<file path="config.mk">
export PLATFORM = sky130hd
export DESIGN_NAME = frame_buffer_sequencer
export DESIGN_NICKNAME = d
export VERILOG_FILES = /design/src/rtl/display_pkg.sv /design/src/rtl/raster_counter.sv /design/src/rtl/frame_buffer_sequencer.sv
export SDC_FILE = /design/constraint.sdc
export NUM_CORES = 1
export LEC_CHECK = 0
export ABC_AREA = 0
export ABC_CLOCK_PERIOD_IN_PS = 2100
export CORE_MARGIN = 2
export CORE_UTILIZATION = 50
export DETAILED_ROUTE_END_ITERATION = 7
export DONT_BUFFER_PORTS = 1
export PLACE_DENSITY = 0.69
export REMOVE_ABC_BUFFERS = 1
export SETUP_SLACK_MARGIN = 0.02
export SYNTH_ARGS = -nofsm -noshare
export SYNTH_HDL_FRONTEND = slang
export SYNTH_SLANG_ARGS = --single-unit
</file>
<file path="constraint.sdc">
create_clock -name clk -period 2.1 [get_ports clk]
set_input_delay 0.21 -clock clk [delete_from_list [all_inputs] [get_ports clk]]
set_output_delay 0.21 -clock clk [all_outputs]
set_load 0.02 [all_outputs]
</file>
<file path="src/rtl/display_pkg.sv">
`default_nettype none
// ============================================================================
// Module      : display_pkg
// Description : Shared types and constants for the display frame sequencer:
//               raster FSM state encoding, one-hot frame-mux select codes
//               and the default raster geometry.
// Revision    : 1.0 - initial release
// ============================================================================
package display_pkg;

    // Raster sequencer states
    typedef enum logic [1:0] {
        IDLE   = 2'd0,
        ACTIVE = 2'd1,
        HBLANK = 2'd2,
        VBLANK = 2'd3
    } state_t;

    // One-hot select codes, bit order {sel_buf1, sel_blank, sel_buf0}
    localparam logic [2:0] SEL_BUF0  = 3'b001;
    localparam logic [2:0] SEL_BLANK = 3'b010;
    localparam logic [2:0] SEL_BUF1  = 3'b100;

    // Default raster geometry (640x480 active)
    localparam int DEF_H_ACTIVE = 640;
    localparam int DEF_H_BLANK  = 160;
    localparam int DEF_V_ACTIVE = 480;
    localparam int DEF_V_BLANK  = 45;

endpackage : display_pkg
`default_nettype wire

</file>
<file path="src/rtl/raster_counter.sv">
`default_nettype none
// ============================================================================
// Module      : raster_counter
// Description : Horizontal/vertical raster position counters with wrap.
//               Held at the origin while clear is high, otherwise advances
//               one pixel slot per clock. Flags mark the last active and
//               last overall slot of each dimension.
// Revision    : 1.0 - initial release
// ============================================================================
module raster_counter
    import display_pkg::*;
#(
    parameter int H_ACTIVE = DEF_H_ACTIVE,
    parameter int H_BLANK  = DEF_H_BLANK,
    parameter int V_ACTIVE = DEF_V_ACTIVE,
    parameter int V_BLANK  = DEF_V_BLANK
) (
    input  logic clk,
    input  logic rst_n,
    input  logic clear,
    output logic h_act_last,
    output logic h_last,
    output logic v_act_last,
    output logic v_last
);

    localparam int c_h_total = H_ACTIVE + H_BLANK;
    localparam int c_v_total = V_ACTIVE + V_BLANK;
    localparam int c_hw      = $clog2(c_h_total);
    localparam int c_vw      = $clog2(c_v_total);

    logic [c_hw-1:0] r_hcnt;
    logic [c_vw-1:0] r_vcnt;

    assign h_act_last = (r_hcnt == c_hw'(H_ACTIVE - 1));
    assign h_last     = (r_hcnt == c_hw'(c_h_total - 1));
    assign v_act_last = (r_vcnt == c_vw'(V_ACTIVE - 1));
    assign v_last     = (r_vcnt == c_vw'(c_v_total - 1));

    // Advance position; line wrap bumps the line counter, frame wrap clears both
    always_ff @(posedge clk or negedge rst_n) begin
        if (!rst_n) begin
            r_hcnt <= '0;
            r_vcnt <= '0;
        end else if (clear) begin
            r_hcnt <= '0;
            r_vcnt <= '0;
        end else if (h_last) begin
            r_hcnt <= '0;
            r_vcnt <= v_last ? '0 : r_vcnt + c_vw'(1);
        end else begin
            r_hcnt <= r_hcnt + c_hw'(1);
        end
    end

endmodule : raster_counter
`default_nettype wire

</file>
<file path="src/rtl/frame_buffer_sequencer.sv">
`default_nettype none
// ============================================================================
// Module      : frame_buffer_sequencer
// Description : Raster sequencer for a ping-pong frame store. Issues linear
//               read addresses to the front buffer and drives the one-hot
//               frame-mux selects one cycle behind each read. Writer swap
//               requests are honoured only on entry to vertical blank.
//               Option macro: FRAME_REPEAT_EN - a frame with no swap re-shows
//               the current front buffer instead of blanking.
// Revision    : 1.0 - initial release
// ============================================================================
module frame_buffer_sequencer
    import display_pkg::*;
#(
    parameter int H_ACTIVE = DEF_H_ACTIVE,
    parameter int H_BLANK  = DEF_H_BLANK,
    parameter int V_ACTIVE = DEF_V_ACTIVE,
    parameter int V_BLANK  = DEF_V_BLANK,
    parameter int ADDR_W   = $clog2(H_ACTIVE * V_ACTIVE)
) (
    input  logic              clk,
    input  logic              rst_n,
    input  logic              enable,
    input  logic              swap_req,
    output logic              swap_ack,
    output logic              back_buf,
    output logic              rd_en,
    output logic [ADDR_W-1:0] rd_addr,
    output logic              sel_buf0,
    output logic              sel_blank,
    output logic              sel_buf1,
    output logic              frame_start
);

`ifdef FRAME_REPEAT_EN
    localparam logic c_repeat_en = 1'b1;
`else
    localparam logic c_repeat_en = 1'b0;
`endif

    state_t            r_state, w_state_nxt;
    logic [ADDR_W-1:0] r_rd_addr, w_rd_addr_nxt;
    logic              r_rd_en, w_rd_en_nxt;
    logic              r_frame_start, w_frame_start_nxt;
    logic              r_swap_ack, w_swap_ack_nxt;
    logic              r_back_buf, w_back_buf_nxt;
    logic              r_frame_valid, w_frame_valid_nxt;
    logic              r_show_frame, w_show_frame_nxt;
    logic [2:0]        r_sel, w_sel_nxt;

    logic w_h_act_last, w_h_last, w_v_act_last, w_v_last;
    logic w_cnt_clear;

    // Counters sit at the origin while idle so the first slot after enable is pixel 0
    assign w_cnt_clear = !enable || (r_state == IDLE);

    raster_counter #(
        .H_ACTIVE (H_ACTIVE),
        .H_BLANK  (H_BLANK),
        .V_ACTIVE (V_ACTIVE),
        .V_BLANK  (V_BLANK)
    ) u_raster_counter (
        .clk        (clk),
        .rst_n      (rst_n),
        .clear      (w_cnt_clear),
        .h_act_last (w_h_act_last),
        .h_last     (w_h_last),
        .v_act_last (w_v_act_last),
        .v_last     (w_v_last)
    );

    // Next-state, address, swap decision and select pipeline
    always_comb begin
        w_state_nxt       = r_state;
        w_rd_addr_nxt     = r_rd_addr;
        w_frame_start_nxt = 1'b0;
        w_swap_ack_nxt    = 1'b0;
        w_back_buf_nxt    = r_back_buf;
        w_frame_valid_nxt = r_frame_valid;
        w_show_frame_nxt  = r_show_frame;

        if (!enable) begin
            // Enable has priority over everything, including a pending swap
            w_state_nxt      = IDLE;
            w_rd_addr_nxt    = '0;
            w_show_frame_nxt = 1'b0;
        end else begin
            case (r_state)
                IDLE: begin
                    w_state_nxt       = ACTIVE;
                    w_rd_addr_nxt     = '0;
                    w_frame_start_nxt = 1'b1;
                end
                ACTIVE: begin
                    w_rd_addr_nxt = r_rd_addr + ADDR_W'(1);
                    if (w_h_act_last) begin
                        w_state_nxt = HBLANK;
                    end
                end
                HBLANK: begin
                    if (w_h_last) begin
                        if (w_v_act_last) begin
                            // Vertical blank entry: the only point a swap is taken
                            w_state_nxt       = VBLANK;
                            w_back_buf_nxt    = r_back_buf ^ swap_req;
                            w_frame_valid_nxt = r_frame_valid | swap_req;
                            w_swap_ack_nxt    = swap_req;
                            w_show_frame_nxt  = swap_req | (c_repeat_en & r_frame_valid);
                        end else begin
                            w_state_nxt = ACTIVE;
                        end
                    end
                end
                VBLANK: begin
                    if (w_h_last && w_v_last) begin
                        w_state_nxt       = ACTIVE;
                        w_rd_addr_nxt     = '0;
                        w_frame_start_nxt = 1'b1;
                    end
                end
                default: begin
                    w_state_nxt = IDLE;
                end
            endcase
        end

        w_rd_en_nxt = (w_state_nxt == ACTIVE);

        // Select follows the read strobe by one cycle; front = ~back_buf
        if (!enable) begin
            w_sel_nxt = SEL_BLANK;
        end else if (r_rd_en && r_show_frame) begin
            w_sel_nxt = r_back_buf ? SEL_BUF0 : SEL_BUF1;
        end else begin
            w_sel_nxt = SEL_BLANK;
        end
    end

    // Register state and every output
    always_ff @(posedge clk or negedge rst_n) begin
        if (!rst_n) begin
            r_state       <= IDLE;
            r_rd_addr     <= '0;
            r_rd_en       <= 1'b0;
            r_frame_start <= 1'b0;
            r_swap_ack    <= 1'b0;
            r_back_buf    <= 1'b1;
            r_frame_valid <= 1'b0;
            r_show_frame  <= 1'b0;
            r_sel         <= SEL_BLANK;
        end else begin
            r_state       <= w_state_nxt;
            r_rd_addr     <= w_rd_addr_nxt;
            r_rd_en       <= w_rd_en_nxt;
            r_frame_start <= w_frame_start_nxt;
            r_swap_ack    <= w_swap_ack_nxt;
            r_back_buf    <= w_back_buf_nxt;
            r_frame_valid <= w_frame_valid_nxt;
            r_show_frame  <= w_show_frame_nxt;
            r_sel         <= w_sel_nxt;
        end
    end

    assign swap_ack    = r_swap_ack;
    assign back_buf    = r_back_buf;
    assign rd_en       = r_rd_en;
    assign rd_addr     = r_rd_addr;
    assign frame_start = r_frame_start;
    assign sel_buf0    = r_sel[0];
    assign sel_blank   = r_sel[1];
    assign sel_buf1    = r_sel[2];

endmodule : frame_buffer_sequencer
`default_nettype wire

</file>
==> reports/qor.yml, run 1 <==
sta:
  min_period_over_period_pct: 101
  finalSetupViolations: 1
  rsz0062_at_grt: "yes"
  fin_crit_ns: 2.12
  tightestPinTransition_ns: 0.502
  whs_ns: 0.0496
  clock.fmax_ghz: 0.473
  slew_violations: 0
  hold_viol: 0
  timing.final.ws_setup_ns: -0.0154
  max_slew_margin_pct: 66.3
  finClkSkew_ns: 0.00669
critical_path:
  crit_start: "u_raster_counter.r_vcnt[0]$_DFFE_PN0P_"
  crit_family: "simple AND/OR/NAND/NOR gates"
  crit_buf_inv: 2
  start_kind: "register"
  worstSetupPathType: "register to register"
  crit_path_end_kind: "register"
  slowest_stage: "dfrtp_1"
  crit_path_max_incr_delay_ns: 0.40
  r2r_start: "u_raster_counter.r_vcnt[0]$_DFFE_PN0P_"
  crit_chain: "inv_2 > ha_2 > or3b_4 > nor4_4 > nand2_1 > a21o_4 > buf_8 > o31ai_2"
  critPathArrivalTime_ns: 2.33
  endpoint: "rd_addr[10]$_DFFE_PN0P_"
  reg2regPathDepth: 8
  worstPathRequired_ns: 2.31
  critPathMaxFanout: 7
  reg2reg_setup_slack_ns: -0.02
  r2r-end: "rd_addr[10]$_DFFE_PN0P_"
  cp_num_cells: 8
die:
  die_area_um2: 5880
  ios: 30
  core-area_um2: 5110
  start_util_pct: 51.7
  die_h_um: 76.7
  die_w_um: 76.7
  fp-row-count: 26
clock_tree:
  cts_max_path_buffers: 2
  cts_inserted_buffers: 5
  clkTransAtPathRegs_ns: 0.09
  cts_tree: "done"
  cts_root_buf: "clkbuf_8"
  clock-sinks: 49
  insertion_delay_ns: 0.30
  cts_htree_levels: 2
final_layout:
  diodes: 0
  drive_above_1_share_pct: 22.6
  synthToLayoutAreaGrowth_pct: 22.0
  postLayoutCellArea_um2: 3220
  nNetsFinal: 325
  stdcell_count: 384
  nFillCells: 426
pwr:
  total_power_mw: 1.79
  p_int_mw: 1.38
  switching_share_pct: 22.9
  power.switching_mw: 0.411
  leakage_nw: 1.35
  power_density_nw_per_um2: 556
  pwr-share-clk_pct: 39.4
  power_frac_comb_pct: 6.9
  ir_worst_vdd_mv: 0.315
  seqPwrFrac_pct: 53.7
yosys:
  syn_area_um2: 2640
  syn_area_per_cell_um2: 9.30
  yosys-top-cells-count: "47 x dfrtp_1, 31 x o21ai_0, 27 x nor2_1"
  async_reset_ff_share_pct: 100
  yosysSeqAreaShare_pct: 46.5
  yosysTopAreaCellShare_pct: 44.5
  netlist_top_cells_area: "dfrtp_1 45%, o21ai_0 5.9%, nor2_1 3.8%"
  ys_seq_elements: 49
  synth_edf_count: 0
  yosys_most_used_dff: "dfrtp_1"
  yosysTopAreaCell: "dfrtp_1"
  yosys_warnings: 0
  synth_cell_type_count: 44
  yosysMostFrequentCell: "dfrtp_1"
  synthesis.instances: 284
routing:
  avgRoutedWirePerCell_um: 16.2
  vias_per_cell: 6.04
  vias: 2320
  drt_wl_total_mm: 6.22
  postRouteAntennaNets: 0
  drc: 0
  drtPass1Iterations: 4
  drt_first_iter_violations: 133
placement:
  gp_congestion: 0.835
  dpl_cell_area_um2: 2880
  dpl.hpwl_mm: 4.03
  dpl_worst_slack_ns: 0.0397
  numPortBuffers: 0
  place_inst: 371
global_route:
  grt_pass1_wl_mm: 10.4
  grt_pass1_vias: 2206
  antenna_found_initial: 0
  track_usage_pct: 21.2
  grt_max_degree: 50
  grt_overflow_total: 0
job:
  timing.max_cap.violations: 0
min_path:
  hp-class: "input port to register"
  hold_depth: 2
outcome:
  violations: "setup timing"
  status: "finished, violations left"
[worst min path at each step]
stage / startpoint / to / slack, ns
3_3_place_gp: rst_n / r_sel[2]$_DFF_PN0_ / -0.08
2_1_floorplan: rst_n / frame_start$_DFF_PN0_ / -0.09
3_5_place_dp: rst_n / r_sel[0]$_DFF_PN0_ / -0.08
5_1_grt: enable / r_state[0]$_DFF_PN0_ / 0.04
4_1_cts: enable / rd_addr[1]$_DFFE_PN0P_ / 0.04
6_report: enable / rd_addr[1]$_DFFE_PN0P_ / 0.05
[state kept, by name (all words and copies together), names as in the netlist]
signal,cells
r_sel,3
r_show_frame,1
back_buf,1
rd_en,1
rd_addr,19
u_raster_counter.r_vcnt,10
r_state,2
swap_ack,1
u_raster_counter.r_hcnt,10
frame_start,1
[through the flow]
stage	util [%]	setup TNS, ns
after floorplan	-	-2.53
after global placement	56.4	0
after detailed placement	56.4	0
after CTS	59.7	0
after global routing	63.1	-0.921
final	63.1	-0.0154
[cell type report]
type	count	area, um^2	area share [%]
multi-input cells	215	1450	45.0
flip-flops and latches	49	1230	38.1
well taps	70	87.6	2.72
clock buffers	6	82.6	2.56
repair buffers	35	308	9.55
inverters	7	26.3	0.816
clock inverters	2	37.5	1.17
[timing repair]
item / 4_1_cts / 5_1_grt
pin swaps: 0 / 16
hold buffers: 2 / 0
gates cloned: 0 / 0
gates resized for setup: 2 / 50
setup endpoints to repair: 3 / 21
setup buffers: 0 / 3
endpoints found under the hold margin: 49 / 0
[kinds of logic (layout without fill, tap and decap cells)]
kind of cell,count (synthesis),in the layout,share of synthesized area (%)
xor gates and xnor gates,9,9,2.99
AOI/OAI and AO/OA,76,76,17.8
and+or+nand+nor,121,121,24.8
muxes,1,1,0.379
adders and majority gates,8,8,3.79
DFF,49,49,46.5
buffers and inverters,20,50,3.70
[worst register-to-register path, cell delays in order, from the launching register on]
cell and delay (ns):
dfrtp_1 0.40, inv_2 0.07, ha_2 0.16, or3b_4 0.38, nor4_4 0.28, nand2_1 0.13, a21o_4 0.27, buf_8 0.15
o31ai_2 0.19
[power groups by stage]
stage	clock network, mW	registers [mW]	logic [mW]
floorplan	0	0.983	0.0478
global placement	0	0.981	0.0813
detailed placement	0	0.981	0.0819
CTS	0.727	0.963	0.112
global route	0.758	0.964	0.137
finish	0.706	0.963	0.124
[placed cells by master, fill, tap and decap left out, drive strengths merged, types with 3 or more instances in the layout]
cell type	Yosys	final
nand4	5	5
o21ai	35	35
nand4b	4	4
nand3	16	16
o41ai	4	4
ha	8	8
and4	4	4
nand2b	4	4
nor3b	3	3
o31ai	13	13
inv	7	7
xnor2	5	5
nor2	27	27
dfrtp	47	47
a21oi	9	9
and3	6	6
nor2b	3	3
a31oi	6	6
xor2	4	4
buf	3	34
clkbuf	10	6
nor3	11	11
nand2	25	25
nor4	4	4
nand3b	3	3
[metal layers]
layer  part of all wire (%)  vias to the layer above  GRT usage [%]  wire, um
met1                     46                     1134           28.3      2830
met4                    1.2                        0           6.36        76
met2                     49                       68           35.4      3070
li1                       -                     1110              -         -
met3                    3.9                        8           3.88       241
met5                      0                        -              0         0
No activity file was read; power rests on OpenSTA's default activity.
==> run 2, diff against run 1 <==
- CELL_PAD_IN_SITES_DETAIL_PLACEMENT: unset -> 0
- CELL_PAD_IN_SITES_GLOBAL_PLACEMENT: unset -> 1
- CORE_UTILIZATION: 50 -> 44
- PLACE_DENSITY: 0.69 -> 0.76
==> run 2 against run 1 <==
Effect of this change:
- the flow now finishes without violations
- worst hold slack lost 0.0045 ns
- combinational power grew 8%
- worst setup slack gained 0.040 ns
- sequential power is essentially flat
- routed wire length grew 1.5%
- clock skew grew 0.0030 ns
- critical path depth is the same
- final area grew 3.1%
- fmax grew 1.9%
- via count shrank 4.0%
- sequential share of layout area shrank 1.1 points
- final cell count grew 1.8%
==> reports/qor.yml, run 2 (same netlist as run 1, synthesis figures left out) <==
die:
  fp-row-count: 28
  ios: 30
  core-area_um2: 5850
  die_h_um: 81.5
  die_area_um2: 6640
  die_w_um: 81.5
  start_util_pct: 45.1
sta:
  finalSetupViolations: 0
  whs_ns: 0.0452
  clock.fmax_ghz: 0.482
  finClkSkew_ns: 0.00971
  timing.setup.tns_ns: 0
  max_slew_margin_pct: 66.5
  rsz0062_at_grt: "yes"
  hold_viol: 0
  min_period_over_period_pct: 98.9
  slew_violations: 0
  tightestPinTransition_ns: 0.499
  fin_crit_ns: 2.08
final_layout:
  synthToLayoutAreaGrowth_pct: 25.8
  diodes: 0
  nFillCells: 527
  largest_reg_flops: 19
  multi_input_area_um2: 1530
  layout_commonest_cell: "dfrtp_1"
  drive_above_1_share_pct: 23.1
  final_cell_mix: "47 x dfrtp_1, 30 x buf_4, 27 x nor2_1, 25 x nand2_1, 19 x o21ai_0"
  seq_area_um2: 1230
  final_util_pct: 56.8
  nNetsFinal: 327
  postLayoutCellArea_um2: 3320
placement:
  numPortBuffers: 0
  gp_congestion: 0.820
  dpl.hpwl_mm: 4.21
  dpl_cell_area_um2: 2900
critical_path:
  critPathMaxFanout: 8
  start_kind: "register"
  worstPathRequired_ns: 2.31
  worstSetupPathType: "register to register"
  critPathArrivalTime_ns: 2.28
  crit_path_end_kind: "register"
clock_tree:
  cts_tree: "done"
  cts_inserted_buffers: 5
  cts_max_path_buffers: 2
  cts_root_buf: "clkbuf_8"
  clock-sinks: 49
  clkTransAtPathRegs_ns: 0.09
  insertion_delay_ns: 0.30
  cts_htree_levels: 2
pwr:
  seqPwrFrac_pct: 52.9
  power_density_nw_per_um2: 546
  power.switching_mw: 0.430
  p_int_mw: 1.39
  power_frac_comb_pct: 7.4
  pwr-share-clk_pct: 39.7
  switching_share_pct: 23.7
  ir_worst_vdd_mv: 0.270
  leakage_nw: 1.42
routing:
  vias: 2228
  vias_per_cell: 5.70
  drt_first_iter_violations: 80
  drt_wl_total_mm: 6.31
  drc: 0
  drtPass1Iterations: 4
  avgRoutedWirePerCell_um: 16.1
  postRouteAntennaNets: 0
outcome:
  status: "finished clean"
global_route:
  track_usage_pct: 20.1
  grt_overflow_total: 0
  grt_max_degree: 50
  grt_pass1_wl_mm: 10.4
  grt_pass1_vias: 2190
  antenna_found_initial: 0
min_path:
  hp-class: "input port to register"
job:
  timing.max_cap.violations: 0
==> run 2: cell count changes in the layout (fill, tap and decap cells not counted), sizes merged <==
cell,change
buf,+1
dlygate4sd3,+1
==> run 2: timing repair <==
action | in CTS | in global routing
hold buffers | 3 | 0
setup endpoints to repair | 0 | 14
setup buffers | 0 | 1
hold endpoints to repair | 50 | 0
gates resized for setup | 0 | 54
==> run 2: power groups by stage <==
stage	clock network, mW	logic, mW	registers (mW)
global placement	0	0.0852	0.979
finish	0.721	0.134	0.960
detailed placement	0	0.0861	0.980
CTS	0.740	0.116	0.961
global route	0.774	0.151	0.962
floorplan	0	0.0478	0.983
==> run 2: path summary, 6_finish.rpt <==
kind,startpoint,endpoint,slack (ns),depth (start not counted)
max,u_raster_counter.r_vcnt[0]$_DFFE_PN0P_,rd_addr[7]$_DFFE_PN0P_,0.02,8
min,enable,rd_addr[1]$_DFFE_PN0P_,0.05,2
max reg2reg,u_raster_counter.r_vcnt[0]$_DFFE_PN0P_,rd_addr[7]$_DFFE_PN0P_,0.02,8
min reg2reg,r_show_frame$_DFFE_PN0P_,r_sel[1]$_DFF_PN1_,0.48,1
max in group asynchronous,rst_n,r_sel[1]$_DFF_PN1_,1.40,2
min in group asynchronous,rst_n,rd_addr[16]$_DFFE_PN0P_,0.43,2
==> run 2: critical path, cell delays in order (launching register included) <==
cell and delay (ns):
dfrtp_1 0.40, inv_2 0.06, ha_1 0.12, or3b_4 0.38, nor4_4 0.29, nand2_1 0.14
a21o_4 0.26, buf_12 0.15, o41ai_4 0.19
==> run 2: metal layers <==
metal / track usage [%] / vias to the layer above / part of all wire [%]
li1: - / 1110 / -
met1: 25.9 / 1076 / 44
met2: 34.4 / 36 / 51
met3: 4.07 / 6 / 3.4
met4: 5.08 / 0 / 0.92
met5: 0 / - / 0
==> run 2: stage by stage <==
step                total power [mW]  worst slack [ns]  instances
finish                          1.81            0.0241        391
global route                    1.89            -0.100        391
CTS                             1.82            0.0303        389
detailed placement              1.07            0.0636        378
global placement                1.06            0.0871        378
floorplan                       1.03            -0.149        271
==> run 2: layout make-up <==
| cell class | count | area share [%] |
|---|---|---|
| Sequential cell | 49 | 37.0 |
| Tap cell | 75 | 2.82 |
| Timing Repair Buffer | 37 | 9.76 |
| Clock buffer | 6 | 2.49 |
| Inverter | 7 | 0.791 |
| Multi-Input combinational cell | 215 | 46.0 |
| Clock inverter | 2 | 1.13 |
